--- config.mk ---
export PLATFORM = sky130hd
export DESIGN_NAME = pipeline_stall_ctrl_flat
export DESIGN_NICKNAME = d
export VERILOG_FILES = /design/src/rtl/pipeline_stall_ctrl_if.sv /design/src/rtl/pipeline_stall_ctrl.sv /design/src/flat_wrapper.sv
export SDC_FILE = /design/constraint.sdc
export NUM_CORES = 1
export LEC_CHECK = 0
export ABC_CLOCK_PERIOD_IN_PS = 2000
export CELL_PAD_IN_SITES_DETAIL_PLACEMENT = 0
export CELL_PAD_IN_SITES_GLOBAL_PLACEMENT = 1
export CORE_MARGIN = 5
export CORE_UTILIZATION = 23
export CTS_CLUSTER_DIAMETER = 60
export DETAILED_ROUTE_END_ITERATION = 6
export PLACE_DENSITY = 0.87
export SLEW_MARGIN = 20
export SYNTH_ARGS = -nofsm -noshare
export SYNTH_HDL_FRONTEND = slang
export SYNTH_SLANG_ARGS = --single-unit
--- constraint.sdc ---
create_clock -name clk -period 2 [get_ports clk]
set_input_delay 0.4 -clock clk [delete_from_list [all_inputs] [get_ports clk]]
set_output_delay 0.4 -clock clk [all_outputs]
set_load 0.02 [all_outputs]
--- src/rtl/pipeline_stall_ctrl_if.sv ---
// Control bundle between the MIPS datapath and the stall/flush scheduler.
// master: datapath side (drives hazard/status inputs, consumes enables/flushes).
// slave:  scheduler side.
interface pipeline_stall_ctrl_if;
    logic        i_ID_uses_rs;
    logic        i_ID_uses_rt;
    logic [4:0]  i_ID_rs;
    logic [4:0]  i_ID_rt;
    logic [4:0]  i_EXE_GPR_waddr;
    logic        i_EXE_GPR_we;
    logic        i_EXE_get_result_in_MEM;
    logic        i_EXE_is_muldiv;
    logic        i_EXE_is_div;
    logic        i_dmem_stall;
    logic        i_MEM_except_valid;
    logic        i_MEM_is_eret;
    logic        o_pc_ena;
    logic        o_IF_ID_ena;
    logic        o_ID_EXE_ena;
    logic        o_EXE_MEM_ena;
    logic        o_MEM_WB_ena;
    logic        o_IF_ID_flush;
    logic        o_ID_EXE_flush;
    logic        o_EXE_MEM_flush;
    logic        o_except_redirect;
    logic        o_eret_redirect;
    logic        o_md_busy;
    logic [31:0] o_stall_cycles;

    modport master (
        output i_ID_uses_rs, i_ID_uses_rt, i_ID_rs, i_ID_rt,
               i_EXE_GPR_waddr, i_EXE_GPR_we, i_EXE_get_result_in_MEM,
               i_EXE_is_muldiv, i_EXE_is_div, i_dmem_stall,
               i_MEM_except_valid, i_MEM_is_eret,
        input  o_pc_ena, o_IF_ID_ena, o_ID_EXE_ena, o_EXE_MEM_ena, o_MEM_WB_ena,
               o_IF_ID_flush, o_ID_EXE_flush, o_EXE_MEM_flush,
               o_except_redirect, o_eret_redirect, o_md_busy, o_stall_cycles
    );

    modport slave (
        input  i_ID_uses_rs, i_ID_uses_rt, i_ID_rs, i_ID_rt,
               i_EXE_GPR_waddr, i_EXE_GPR_we, i_EXE_get_result_in_MEM,
               i_EXE_is_muldiv, i_EXE_is_div, i_dmem_stall,
               i_MEM_except_valid, i_MEM_is_eret,
        output o_pc_ena, o_IF_ID_ena, o_ID_EXE_ena, o_EXE_MEM_ena, o_MEM_WB_ena,
               o_IF_ID_flush, o_ID_EXE_flush, o_EXE_MEM_flush,
               o_except_redirect, o_eret_redirect, o_md_busy, o_stall_cycles
    );
endinterface

--- src/rtl/pipeline_stall_ctrl.sv ---
// Stall/flush scheduler for the 5-stage MIPS pipeline.
// Priority per cycle: redirect > dmem stall > mult/div > load-use.
// Optional macro STALL_PERF_CNT_EN adds a 32-bit stall-cycle counter;
// without it o_stall_cycles is tied to zero.
module pipeline_stall_ctrl #(
    parameter int unsigned MULT_CYCLES = 3,
    parameter int unsigned DIV_CYCLES  = 8
) (
    input logic                  clk,
    input logic                  resetn,
    pipeline_stall_ctrl_if.slave bus
);
    localparam int unsigned CNT_W = 4;

    typedef enum logic [1:0] {RUN, MD_WAIT, FLUSH} state_t;

    state_t             state, state_nxt;
    logic [CNT_W-1:0]   md_cnt, md_cnt_nxt;
    logic               rs_hit, rt_hit, load_use, redirect;
    logic               pc_ena, if_id_ena, id_exe_ena, exe_mem_ena, mem_wb_ena;
    logic               if_id_flush, id_exe_flush, exe_mem_flush;
    logic               except_redirect, eret_redirect, md_busy;

    // Hazard detection: load in EXE feeding a register read in ID, and MEM redirects.
    always_comb begin
        rs_hit   = bus.i_ID_uses_rs && (bus.i_ID_rs == bus.i_EXE_GPR_waddr);
        rt_hit   = bus.i_ID_uses_rt && (bus.i_ID_rt == bus.i_EXE_GPR_waddr);
        load_use = bus.i_EXE_get_result_in_MEM && bus.i_EXE_GPR_we &&
                   (bus.i_EXE_GPR_waddr != 5'd0) && (rs_hit || rt_hit);
        redirect = (state != FLUSH) && (bus.i_MEM_except_valid || bus.i_MEM_is_eret);
    end

    // State and mult/div residency counter.
    always_ff @(posedge clk or negedge resetn) begin
        if (!resetn) begin
            state  <= RUN;
            md_cnt <= '0;
        end else begin
            state  <= state_nxt;
            md_cnt <= md_cnt_nxt;
        end
    end

    // Next state and pipeline control; held at the free-running pattern during reset.
    always_comb begin
        state_nxt       = state;
        md_cnt_nxt      = md_cnt;
        pc_ena          = 1'b1;
        if_id_ena       = 1'b1;
        id_exe_ena      = 1'b1;
        exe_mem_ena     = 1'b1;
        mem_wb_ena      = 1'b1;
        if_id_flush     = 1'b0;
        id_exe_flush    = 1'b0;
        exe_mem_flush   = 1'b0;
        except_redirect = 1'b0;
        eret_redirect   = 1'b0;
        md_busy         = 1'b0;
        if (resetn) begin
            case (state)
                FLUSH: begin
                    // MEM holds a bubble; only a memory wait can freeze this cycle
                    state_nxt = RUN;
                    if (bus.i_dmem_stall) begin
                        pc_ena      = 1'b0;
                        if_id_ena   = 1'b0;
                        id_exe_ena  = 1'b0;
                        exe_mem_ena = 1'b0;
                        mem_wb_ena  = 1'b0;
                    end
                end
                default: begin
                    if (redirect) begin
                        except_redirect = bus.i_MEM_except_valid;
                        eret_redirect   = bus.i_MEM_is_eret && !bus.i_MEM_except_valid;
                        if_id_flush     = 1'b1;
                        id_exe_flush    = 1'b1;
                        exe_mem_flush   = 1'b1;
                        md_cnt_nxt      = '0;
                        state_nxt       = FLUSH;
                    end else if (bus.i_dmem_stall) begin
                        pc_ena      = 1'b0;
                        if_id_ena   = 1'b0;
                        id_exe_ena  = 1'b0;
                        exe_mem_ena = 1'b0;
                        mem_wb_ena  = 1'b0;
                        md_busy     = (state == MD_WAIT);
                    end else if (state == MD_WAIT) begin
                        md_busy = 1'b1;
                        if (md_cnt > CNT_W'(1)) begin
                            pc_ena        = 1'b0;
                            if_id_ena     = 1'b0;
                            id_exe_ena    = 1'b0;
                            exe_mem_flush = 1'b1;
                            md_cnt_nxt    = md_cnt - CNT_W'(1);
                        end else begin
                            md_cnt_nxt = '0;
                            state_nxt  = RUN;
                        end
                    end else if (bus.i_EXE_is_muldiv) begin
                        md_busy       = 1'b1;
                        pc_ena        = 1'b0;
                        if_id_ena     = 1'b0;
                        id_exe_ena    = 1'b0;
                        exe_mem_flush = 1'b1;
                        md_cnt_nxt    = bus.i_EXE_is_div ? CNT_W'(DIV_CYCLES - 1)
                                                         : CNT_W'(MULT_CYCLES - 1);
                        state_nxt     = MD_WAIT;
                    end else if (load_use) begin
                        pc_ena       = 1'b0;
                        if_id_ena    = 1'b0;
                        id_exe_flush = 1'b1;
                    end
                end
            endcase
        end
    end

    assign bus.o_pc_ena          = pc_ena;
    assign bus.o_IF_ID_ena       = if_id_ena;
    assign bus.o_ID_EXE_ena      = id_exe_ena;
    assign bus.o_EXE_MEM_ena     = exe_mem_ena;
    assign bus.o_MEM_WB_ena      = mem_wb_ena;
    assign bus.o_IF_ID_flush     = if_id_flush;
    assign bus.o_ID_EXE_flush    = id_exe_flush;
    assign bus.o_EXE_MEM_flush   = exe_mem_flush;
    assign bus.o_except_redirect = except_redirect;
    assign bus.o_eret_redirect   = eret_redirect;
    assign bus.o_md_busy         = md_busy;

`ifdef STALL_PERF_CNT_EN
    logic [31:0] stall_cnt;

    // Count cycles with the PC frozen, excluding redirect cycles; wraps naturally.
    always_ff @(posedge clk or negedge resetn) begin
        if (!resetn) begin
            stall_cnt <= '0;
        end else if (!pc_ena && !(except_redirect || eret_redirect)) begin
            stall_cnt <= stall_cnt + 32'd1;
        end
    end

    assign bus.o_stall_cycles = stall_cnt;
`else
    assign bus.o_stall_cycles = '0;
`endif
endmodule
--- src/flat_wrapper.sv ---
// flat-port wrapper written by rule: the top's interface ports become plain ports
module pipeline_stall_ctrl_flat 
#(
    parameter int unsigned MULT_CYCLES = 3,
    parameter int unsigned DIV_CYCLES  = 8
)
  (clk, resetn, bus_i_ID_uses_rs, bus_i_ID_uses_rt, bus_i_ID_rs, bus_i_ID_rt, bus_i_EXE_GPR_waddr, bus_i_EXE_GPR_we, bus_i_EXE_get_result_in_MEM, bus_i_EXE_is_muldiv, bus_i_EXE_is_div, bus_i_dmem_stall, bus_i_MEM_except_valid, bus_i_MEM_is_eret, bus_o_pc_ena, bus_o_IF_ID_ena, bus_o_ID_EXE_ena, bus_o_EXE_MEM_ena, bus_o_MEM_WB_ena, bus_o_IF_ID_flush, bus_o_ID_EXE_flush, bus_o_EXE_MEM_flush, bus_o_except_redirect, bus_o_eret_redirect, bus_o_md_busy, bus_o_stall_cycles);
  pipeline_stall_ctrl_if bus_i ();
  input logic clk;
  input logic resetn;
  input wire logic [$bits(bus_i.i_ID_uses_rs)-1:0] bus_i_ID_uses_rs;
  input wire logic [$bits(bus_i.i_ID_uses_rt)-1:0] bus_i_ID_uses_rt;
  input wire logic [$bits(bus_i.i_ID_rs)-1:0] bus_i_ID_rs;
  input wire logic [$bits(bus_i.i_ID_rt)-1:0] bus_i_ID_rt;
  input wire logic [$bits(bus_i.i_EXE_GPR_waddr)-1:0] bus_i_EXE_GPR_waddr;
  input wire logic [$bits(bus_i.i_EXE_GPR_we)-1:0] bus_i_EXE_GPR_we;
  input wire logic [$bits(bus_i.i_EXE_get_result_in_MEM)-1:0] bus_i_EXE_get_result_in_MEM;
  input wire logic [$bits(bus_i.i_EXE_is_muldiv)-1:0] bus_i_EXE_is_muldiv;
  input wire logic [$bits(bus_i.i_EXE_is_div)-1:0] bus_i_EXE_is_div;
  input wire logic [$bits(bus_i.i_dmem_stall)-1:0] bus_i_dmem_stall;
  input wire logic [$bits(bus_i.i_MEM_except_valid)-1:0] bus_i_MEM_except_valid;
  input wire logic [$bits(bus_i.i_MEM_is_eret)-1:0] bus_i_MEM_is_eret;
  output wire logic [$bits(bus_i.o_pc_ena)-1:0] bus_o_pc_ena;
  output wire logic [$bits(bus_i.o_IF_ID_ena)-1:0] bus_o_IF_ID_ena;
  output wire logic [$bits(bus_i.o_ID_EXE_ena)-1:0] bus_o_ID_EXE_ena;
  output wire logic [$bits(bus_i.o_EXE_MEM_ena)-1:0] bus_o_EXE_MEM_ena;
  output wire logic [$bits(bus_i.o_MEM_WB_ena)-1:0] bus_o_MEM_WB_ena;
  output wire logic [$bits(bus_i.o_IF_ID_flush)-1:0] bus_o_IF_ID_flush;
  output wire logic [$bits(bus_i.o_ID_EXE_flush)-1:0] bus_o_ID_EXE_flush;
  output wire logic [$bits(bus_i.o_EXE_MEM_flush)-1:0] bus_o_EXE_MEM_flush;
  output wire logic [$bits(bus_i.o_except_redirect)-1:0] bus_o_except_redirect;
  output wire logic [$bits(bus_i.o_eret_redirect)-1:0] bus_o_eret_redirect;
  output wire logic [$bits(bus_i.o_md_busy)-1:0] bus_o_md_busy;
  output wire logic [$bits(bus_i.o_stall_cycles)-1:0] bus_o_stall_cycles;
  assign bus_i.i_ID_uses_rs = bus_i_ID_uses_rs;
  assign bus_i.i_ID_uses_rt = bus_i_ID_uses_rt;
  assign bus_i.i_ID_rs = bus_i_ID_rs;
  assign bus_i.i_ID_rt = bus_i_ID_rt;
  assign bus_i.i_EXE_GPR_waddr = bus_i_EXE_GPR_waddr;
  assign bus_i.i_EXE_GPR_we = bus_i_EXE_GPR_we;
  assign bus_i.i_EXE_get_result_in_MEM = bus_i_EXE_get_result_in_MEM;
  assign bus_i.i_EXE_is_muldiv = bus_i_EXE_is_muldiv;
  assign bus_i.i_EXE_is_div = bus_i_EXE_is_div;
  assign bus_i.i_dmem_stall = bus_i_dmem_stall;
  assign bus_i.i_MEM_except_valid = bus_i_MEM_except_valid;
  assign bus_i.i_MEM_is_eret = bus_i_MEM_is_eret;
  assign bus_o_pc_ena = bus_i.o_pc_ena;
  assign bus_o_IF_ID_ena = bus_i.o_IF_ID_ena;
  assign bus_o_ID_EXE_ena = bus_i.o_ID_EXE_ena;
  assign bus_o_EXE_MEM_ena = bus_i.o_EXE_MEM_ena;
  assign bus_o_MEM_WB_ena = bus_i.o_MEM_WB_ena;
  assign bus_o_IF_ID_flush = bus_i.o_IF_ID_flush;
  assign bus_o_ID_EXE_flush = bus_i.o_ID_EXE_flush;
  assign bus_o_EXE_MEM_flush = bus_i.o_EXE_MEM_flush;
  assign bus_o_except_redirect = bus_i.o_except_redirect;
  assign bus_o_eret_redirect = bus_i.o_eret_redirect;
  assign bus_o_md_busy = bus_i.o_md_busy;
  assign bus_o_stall_cycles = bus_i.o_stall_cycles;
  pipeline_stall_ctrl #(.MULT_CYCLES(MULT_CYCLES), .DIV_CYCLES(DIV_CYCLES)) u_core (.clk(clk), .resetn(resetn), .bus(bus_i));
endmodule
==> flow_summary.ini, run 1 <==
[global_route]
grt_max_degree = 12
grt_use_total_pct = 9.86
grt_pass1_wl_mm = 4.09
grt_pass1_vias = 922
antenna_found_initial = 0
grt_overflow = 0

[clock_network]
cts_tree = yes
cts_root_buf = clkbuf_8
clock-sinks = 6
clock_path_buffers = 2
clkTransAtPathRegs_ns = 0.04
insertion_delay_ns = 0.22
ctsHtreeMaxLevel = 1
cts_buffers = 3

[logic_synthesis]
synthArstFlopShare_pct = 100
synth_cells = 118
synthDistinctLibCells = 41
ys_warn_count = 0
syn_area_per_cell_um2 = 7.89
synth_seq_area_share_pct = 16.1
synth_edf_count = 0
netlist_area_um2 = 931
synth_ff_type = dfrtp_1
ys_ff_latch = 6

[placement]
place_congestion = 0.825
io_buffers = 36
hpwl_mm = 2.24
dp_cells = 226

[critical_path]
r2r_end = u_core.md_cnt[3]
worstPathArrival_ns = 1.65
ff2ff_setup_slack_ns = 0.23
worstSetupStartpointType = primary input
required_ns = 1.60
endpoint_kind = output port
reg2reg_from = u_core.md_cnt[0]
startpoint = bus_i_MEM_except_valid
setup.worst_path.class = in -> out
worstPathMaxFanout = 2
reg2reg_depth = 7

[die]
dieWidth_um = 73.6
die_y_um = 73.6
fp.coreArea_um2 = 3970
ios = 69
start_util_pct = 23.4
row_count = 23
die_area_um2 = 5420

[routing]
vias_per_cell = 4.00
drc = 0
wire_per_inst_um = 11.5
totalWireLength_mm = 2.67
ant_nets = 0
vias = 927
dr.pass1.iters = 4
drt_iter0_markers = 52

[power_and_ir_drop]
p_leak_nw = 0.724
vdd_drop_max_uv = 207
p_per_area_nw_per_um2 = 608

[layout]
nets = 212
drive_above_1_share_pct = 38.5
antennaDiodeCount = 0
stdcell_count = 232
fillers = 419
area_growth_pct = 61.6

[run_status]
outcome = finished with violations
violations = negative setup slack

[worst_hold_path]
hp-class = in -> async

[flow_run]
cap_violations = 0

[timing]
timing.fmax_ghz = 0.487
rsz0062_at_grt = true
fin_crit_ns = 2.05
hold_violations = 0
drv_slew = 0
fin_hold_ws_ns = 0.344
period_share_pct = 103
fin_ws_ns = -0.0513
setup_viol = 3
clock_skew_ns = 0.00352
[cells by family after synthesis]
kind of cell,after synthesis,share of synthesized area [%]
other cells,1,0.403
mux,2,2.15
compound gates,26,19.4
xor+xnor,11,10.4
flops,6,16.1
buf+inv,41,30.4
simple gates,29,18.6
fa+ha+maj,2,2.69
[layout make-up]
cell class,count,area [µm²],share of cell area (%)
clock buffers,3,41.3,2.75
inverters,6,22.5,1.50
multi-input cells,102,688,45.8
flip-flops and latches,6,151,10.1
well taps,50,62.6,4.16
repair buffers,65,538,35.8
[registers in the layout, indices dropped and copies added, names as in the netlist]
register / flops
u_core.md_cnt: 4
u_core.state: 2
[cell usage after synthesis (3+ instances only)]
master | instances | share of area, %
buf_4 | 34 | 27
xor2_1 | 8 | 7.5
a21oi_1 | 7 | 3.8
dfrtp_1 | 6 | 16
inv_1 | 6 | 2.4
o21ai_0 | 4 | 2.2
nand2b_1 | 3 | 2.0
nand3_1 | 3 | 1.6
nor2_1 | 3 | 1.2
or2_1 | 3 | 2.0
or4_1 | 3 | 2.4
xnor2_1 | 3 | 2.8
[critical path: stages]
cell           delay (ns)
dlygate4sd2_1        0.25
nor2_2               0.15
mux2i_1              0.10
or4_1                0.40
o22a_2               0.22
buf_6                0.13
[stage by stage]
step           worst slack [ns]  instance area, µm²  TNS, ns  utilization (%)  total power [mW]
2_1_floorplan            0.0451                1050        0                -             0.478
3_3_place_gp             -0.834                1410    -6.53             35.4             0.681
3_5_place_dp             -0.826                1410    -6.65             35.4             0.686
4_1_cts                 -0.0527                1470   -0.168             37.0             0.895
5_1_grt                  -0.123                1500   -0.427             37.9             0.980
6_report                -0.0513                1500   -0.141             37.9             0.915
[where the power goes]
part | total, mW | switching [mW] | internal (mW) | leakage (nW)
clock | 0.185 | 0.0556 | 0.130 | 0.0216
combinational | 0.562 | 0.287 | 0.276 | 0.626
sequential | 0.167 | 0.0222 | 0.145 | 0.0768
total | 0.915 | 0.364 | 0.550 | 0.724
[timing repair]
action | CTS | global route
resized for setup | 89 | 15
setup endpoints to repair | 11 | 8
setup buffers | 2 | 1
pin swaps | 11 | 5
cloned | 0 | 0
hold buffers | 0 | 0
[placed cells by master, fill, tap and decap left out, types with 3 or more instances in the layout]
cell	instances
a21oi_1	5
buf_2	5
buf_4	29
buf_6	7
clkbuf_8	3
clkdlybuf4s50_1	5
conb_1	32
dfrtp_1	5
dlygate4sd2_1	16
inv_1	5
o21ai_0	4
or4_1	3
xnor2_1	3
xor2_1	8
[routing by layer]
layer	share of wire [%]	GRT usage, %	wire length (µm)	vias to the layer above
met5	0	0	0	-
met1	40	11.9	1060	409
li1	-	-	-	478
met3	8.1	2.60	216	5
met4	0.90	3.42	24	0
met2	51	16.7	1370	35
[how the worst max path moves through the flow]
stage                     cells after the start                  to  slack (ns)
final                                         6     bus_o_IF_ID_ena       -0.05
after floorplan                               4  bus_o_ID_EXE_flush        0.05
after global placement                        6     bus_o_IF_ID_ena       -0.83
after global routing                          5  bus_o_ID_EXE_flush       -0.12
after detailed placement                      6     bus_o_IF_ID_ena       -0.83
after CTS                                     4     bus_o_IF_ID_ena       -0.05
(Power assumes the default switching activity.)
==> inputs of run 2 (changes only) <==
--- a/config.mk
+++ b/config.mk
@@ -5,14 +5,14 @@
 export SDC_FILE = /design/constraint.sdc
 export NUM_CORES = 1
 export LEC_CHECK = 0
-export ABC_CLOCK_PERIOD_IN_PS = 2000
+export ABC_CLOCK_PERIOD_IN_PS = 2090
 export CELL_PAD_IN_SITES_DETAIL_PLACEMENT = 0
 export CELL_PAD_IN_SITES_GLOBAL_PLACEMENT = 1
 export CORE_MARGIN = 5
 export CORE_UTILIZATION = 23
 export CTS_CLUSTER_DIAMETER = 60
 export DETAILED_ROUTE_END_ITERATION = 6
-export PLACE_DENSITY = 0.87
+export PLACE_DENSITY = 0.92
 export SLEW_MARGIN = 20
 export SYNTH_ARGS = -nofsm -noshare
 export SYNTH_HDL_FRONTEND = slang
==> constraint.sdc (replaced) <==
create_clock -name clk -period 2.09 [get_ports clk]
set_input_delay 0.418 -clock clk [delete_from_list [all_inputs] [get_ports clk]]
set_output_delay 0.418 -clock clk [all_outputs]
set_load 0.02 [all_outputs]
==> run 2 against run 1 <==
The flow still finishes with violations (negative setup slack); total power is 8.4% lower; highest routed layer unchanged; clock-buffer cell count unchanged; core utilization fell by 0.91 points; first-iteration DRC count decreased by 37%; clock skew increased by 0.0020 ns; register-to-register slack is essentially flat; sequential share of layout area increased by 0.25 points; combinational power is 10% lower.
==> flow_summary.ini, run 2 (synthesized netlist as in run 1, its figures left out) <==
[die]
fp.coreArea_um2 = 3970
row_count = 23
die_area_um2 = 5420
ios = 69
die_y_um = 73.6
dieWidth_um = 73.6
start_util_pct = 23.4

[critical_path]
required_ns = 1.67
critical-path-slowest-cell = or4_1
max_stage_delay_ns = 0.40
cp.buffers_inverters = 2
worstPathMaxFanout = 3
path_cells = dlygate4sd2_1, nor2_2, mux2i_1, or4_1, o22a_1, buf_6
ff2ff_setup_slack_ns = 0.24
reg2reg_depth = 7
worstSetupStartpointType = primary input
reg2reg_from = u_core.md_cnt[0]
r2r_end = u_core.md_cnt[3]
worstPathArrival_ns = 1.69
endpoint_kind = output port
setup.worst_path.class = in -> out
critPathTopFamily = simple AND/OR/NAND/NOR gates

[global_route]
grt_pass1_wl_mm = 3.99
grt_pass1_vias = 876
grt_overflow = 0
grt_max_degree = 13
grt_use_total_pct = 9.70
antenna_found_initial = 0

[timing]
fin_crit_ns = 2.11
timing.fmax_ghz = 0.474
fin_ws_ns = -0.0217
hold_violations = 0
period_share_pct = 101
rsz0062_at_grt = true
setup_viol = 2
clock_skew_ns = 0.00552
drv_slew = 0
finalSetupTns_ns = -0.0433

[power_and_ir_drop]
p_per_area_nw_per_um2 = 571
p_leak_nw = 0.725
vdd_drop_max_uv = 177

[routing]
drt_iter0_markers = 33
drc = 0
ant_nets = 0
wire_per_inst_um = 11.3
totalWireLength_mm = 2.61
vias = 929
vias_per_cell = 4.04
dr.pass1.iters = 4

[layout]
drive_above_1_share_pct = 30.0
nets = 210
design_area_um2 = 1470
antennaDiodeCount = 0
reg.largest.list = u_core.md_cnt: 4 flops, u_core.state: 2 flops
registers.top_by_ff_count = u_core.md_cnt
area_growth_pct = 57.7
largest_register_ffs = 4
layout_common_cells = 32 x conb_1, 28 x buf_4, 14 x dlygate4sd2_1, 8 x xor2_1
final_common_cell = conb_1
utilization_pct = 37.0

[flow_run]
cap_violations = 0

[clock_network]
ctsHtreeMaxLevel = 1
clock_path_buffers = 2
insertion_delay_ns = 0.22
clkTransAtPathRegs_ns = 0.04
clock-sinks = 6
cts_buffers = 3
ctsHoldBuffers = 0
cts_root_buf = clkbuf_8
cts_tree = yes

[placement]
hpwl_mm = 2.16
dpl-instance-area_um2 = 1380
place_congestion = 0.786
place_ws_ns = -0.825
io_buffers = 36

[run_status]
violations = negative setup slack
outcome = finished with violations

[worst_hold_path]
hp-class = in -> async
run 2: changes by cell type in the layout (fill, tap and decap cells not counted), sizes merged:
cell | before | now
clkdlybuf4s50 | 5 | 4
dlygate4sd2 | 16 | 14
buf | 41 | 36
clkdlybuf4s15 | 2 | 7
dlymetal6s2s | 0 | 1
run 2: cell type report:
class	instances	area, µm²
Fill cell	419	2500
Clock buffer	3	41.3
Tap cell	50	62.6
Multi-Input combinational cell	102	647
Timing Repair Buffer	63	543
Inverter	6	22.5
Sequential cell	6	151
run 2: worst max-delay path by stage:
stage,start,end,slack [ns],cells past startpoint
final,bus_i_MEM_is_eret,bus_o_pc_ena,-0.02,6
after global routing,bus_i_EXE_GPR_waddr[1],bus_o_pc_ena,-0.10,6
after CTS,bus_i_EXE_GPR_waddr[4],bus_o_pc_ena,-0.005,6
after detailed placement,bus_i_EXE_GPR_waddr[2],bus_o_pc_ena,-0.83,6
after global placement,bus_i_EXE_GPR_waddr[2],bus_o_pc_ena,-0.81,6
after floorplan,bus_i_EXE_GPR_waddr[1],bus_o_pc_ena,0.03,5
run 2: stage by stage:
step / instances / hold slack, ns / power, mW
6_report: 230 / 0.320 / 0.838
4_1_cts: 229 / 0.326 / 0.835
3_3_place_gp: 222 / 0.527 / 0.644
5_1_grt: 230 / 0.350 / 0.908
2_1_floorplan: 149 / 0.122 / 0.457
3_5_place_dp: 222 / 0.539 / 0.650
run 2: repair_timing:
action                                  CTS  global route
endpoints found under the setup margin   11             9
setup buffers                             4             1
pin swaps                                11             8
hold endpoints to repair                  0             0
resized for setup                        81            12
run 2: routing by layer:
layer  GRT usage, %  vias to the layer above  wire length [µm]
met5              0                        -                 0
met4           5.43                        0                75
met3           1.92                        9               183
met2           15.8                       36              1330
met1           11.8                      413              1020
li1               -                      471                 -
run 2: power breakdown:
part           leakage (nW)  switching, mW  internal [mW]
registers            0.0768         0.0171          0.139
clock network        0.0216         0.0516          0.124
logic                 0.626          0.259          0.247
run 2: worst reg2reg max path, stage by stage (launching register included):
cell and delay [ns]:
dfrtp_1 0.36, inv_1 0.05, ha_1 0.20, or2_1 0.25
buf_4 0.16, a2111oi_2 0.46, a221oi_1 0.14, o22ai_1 0.16
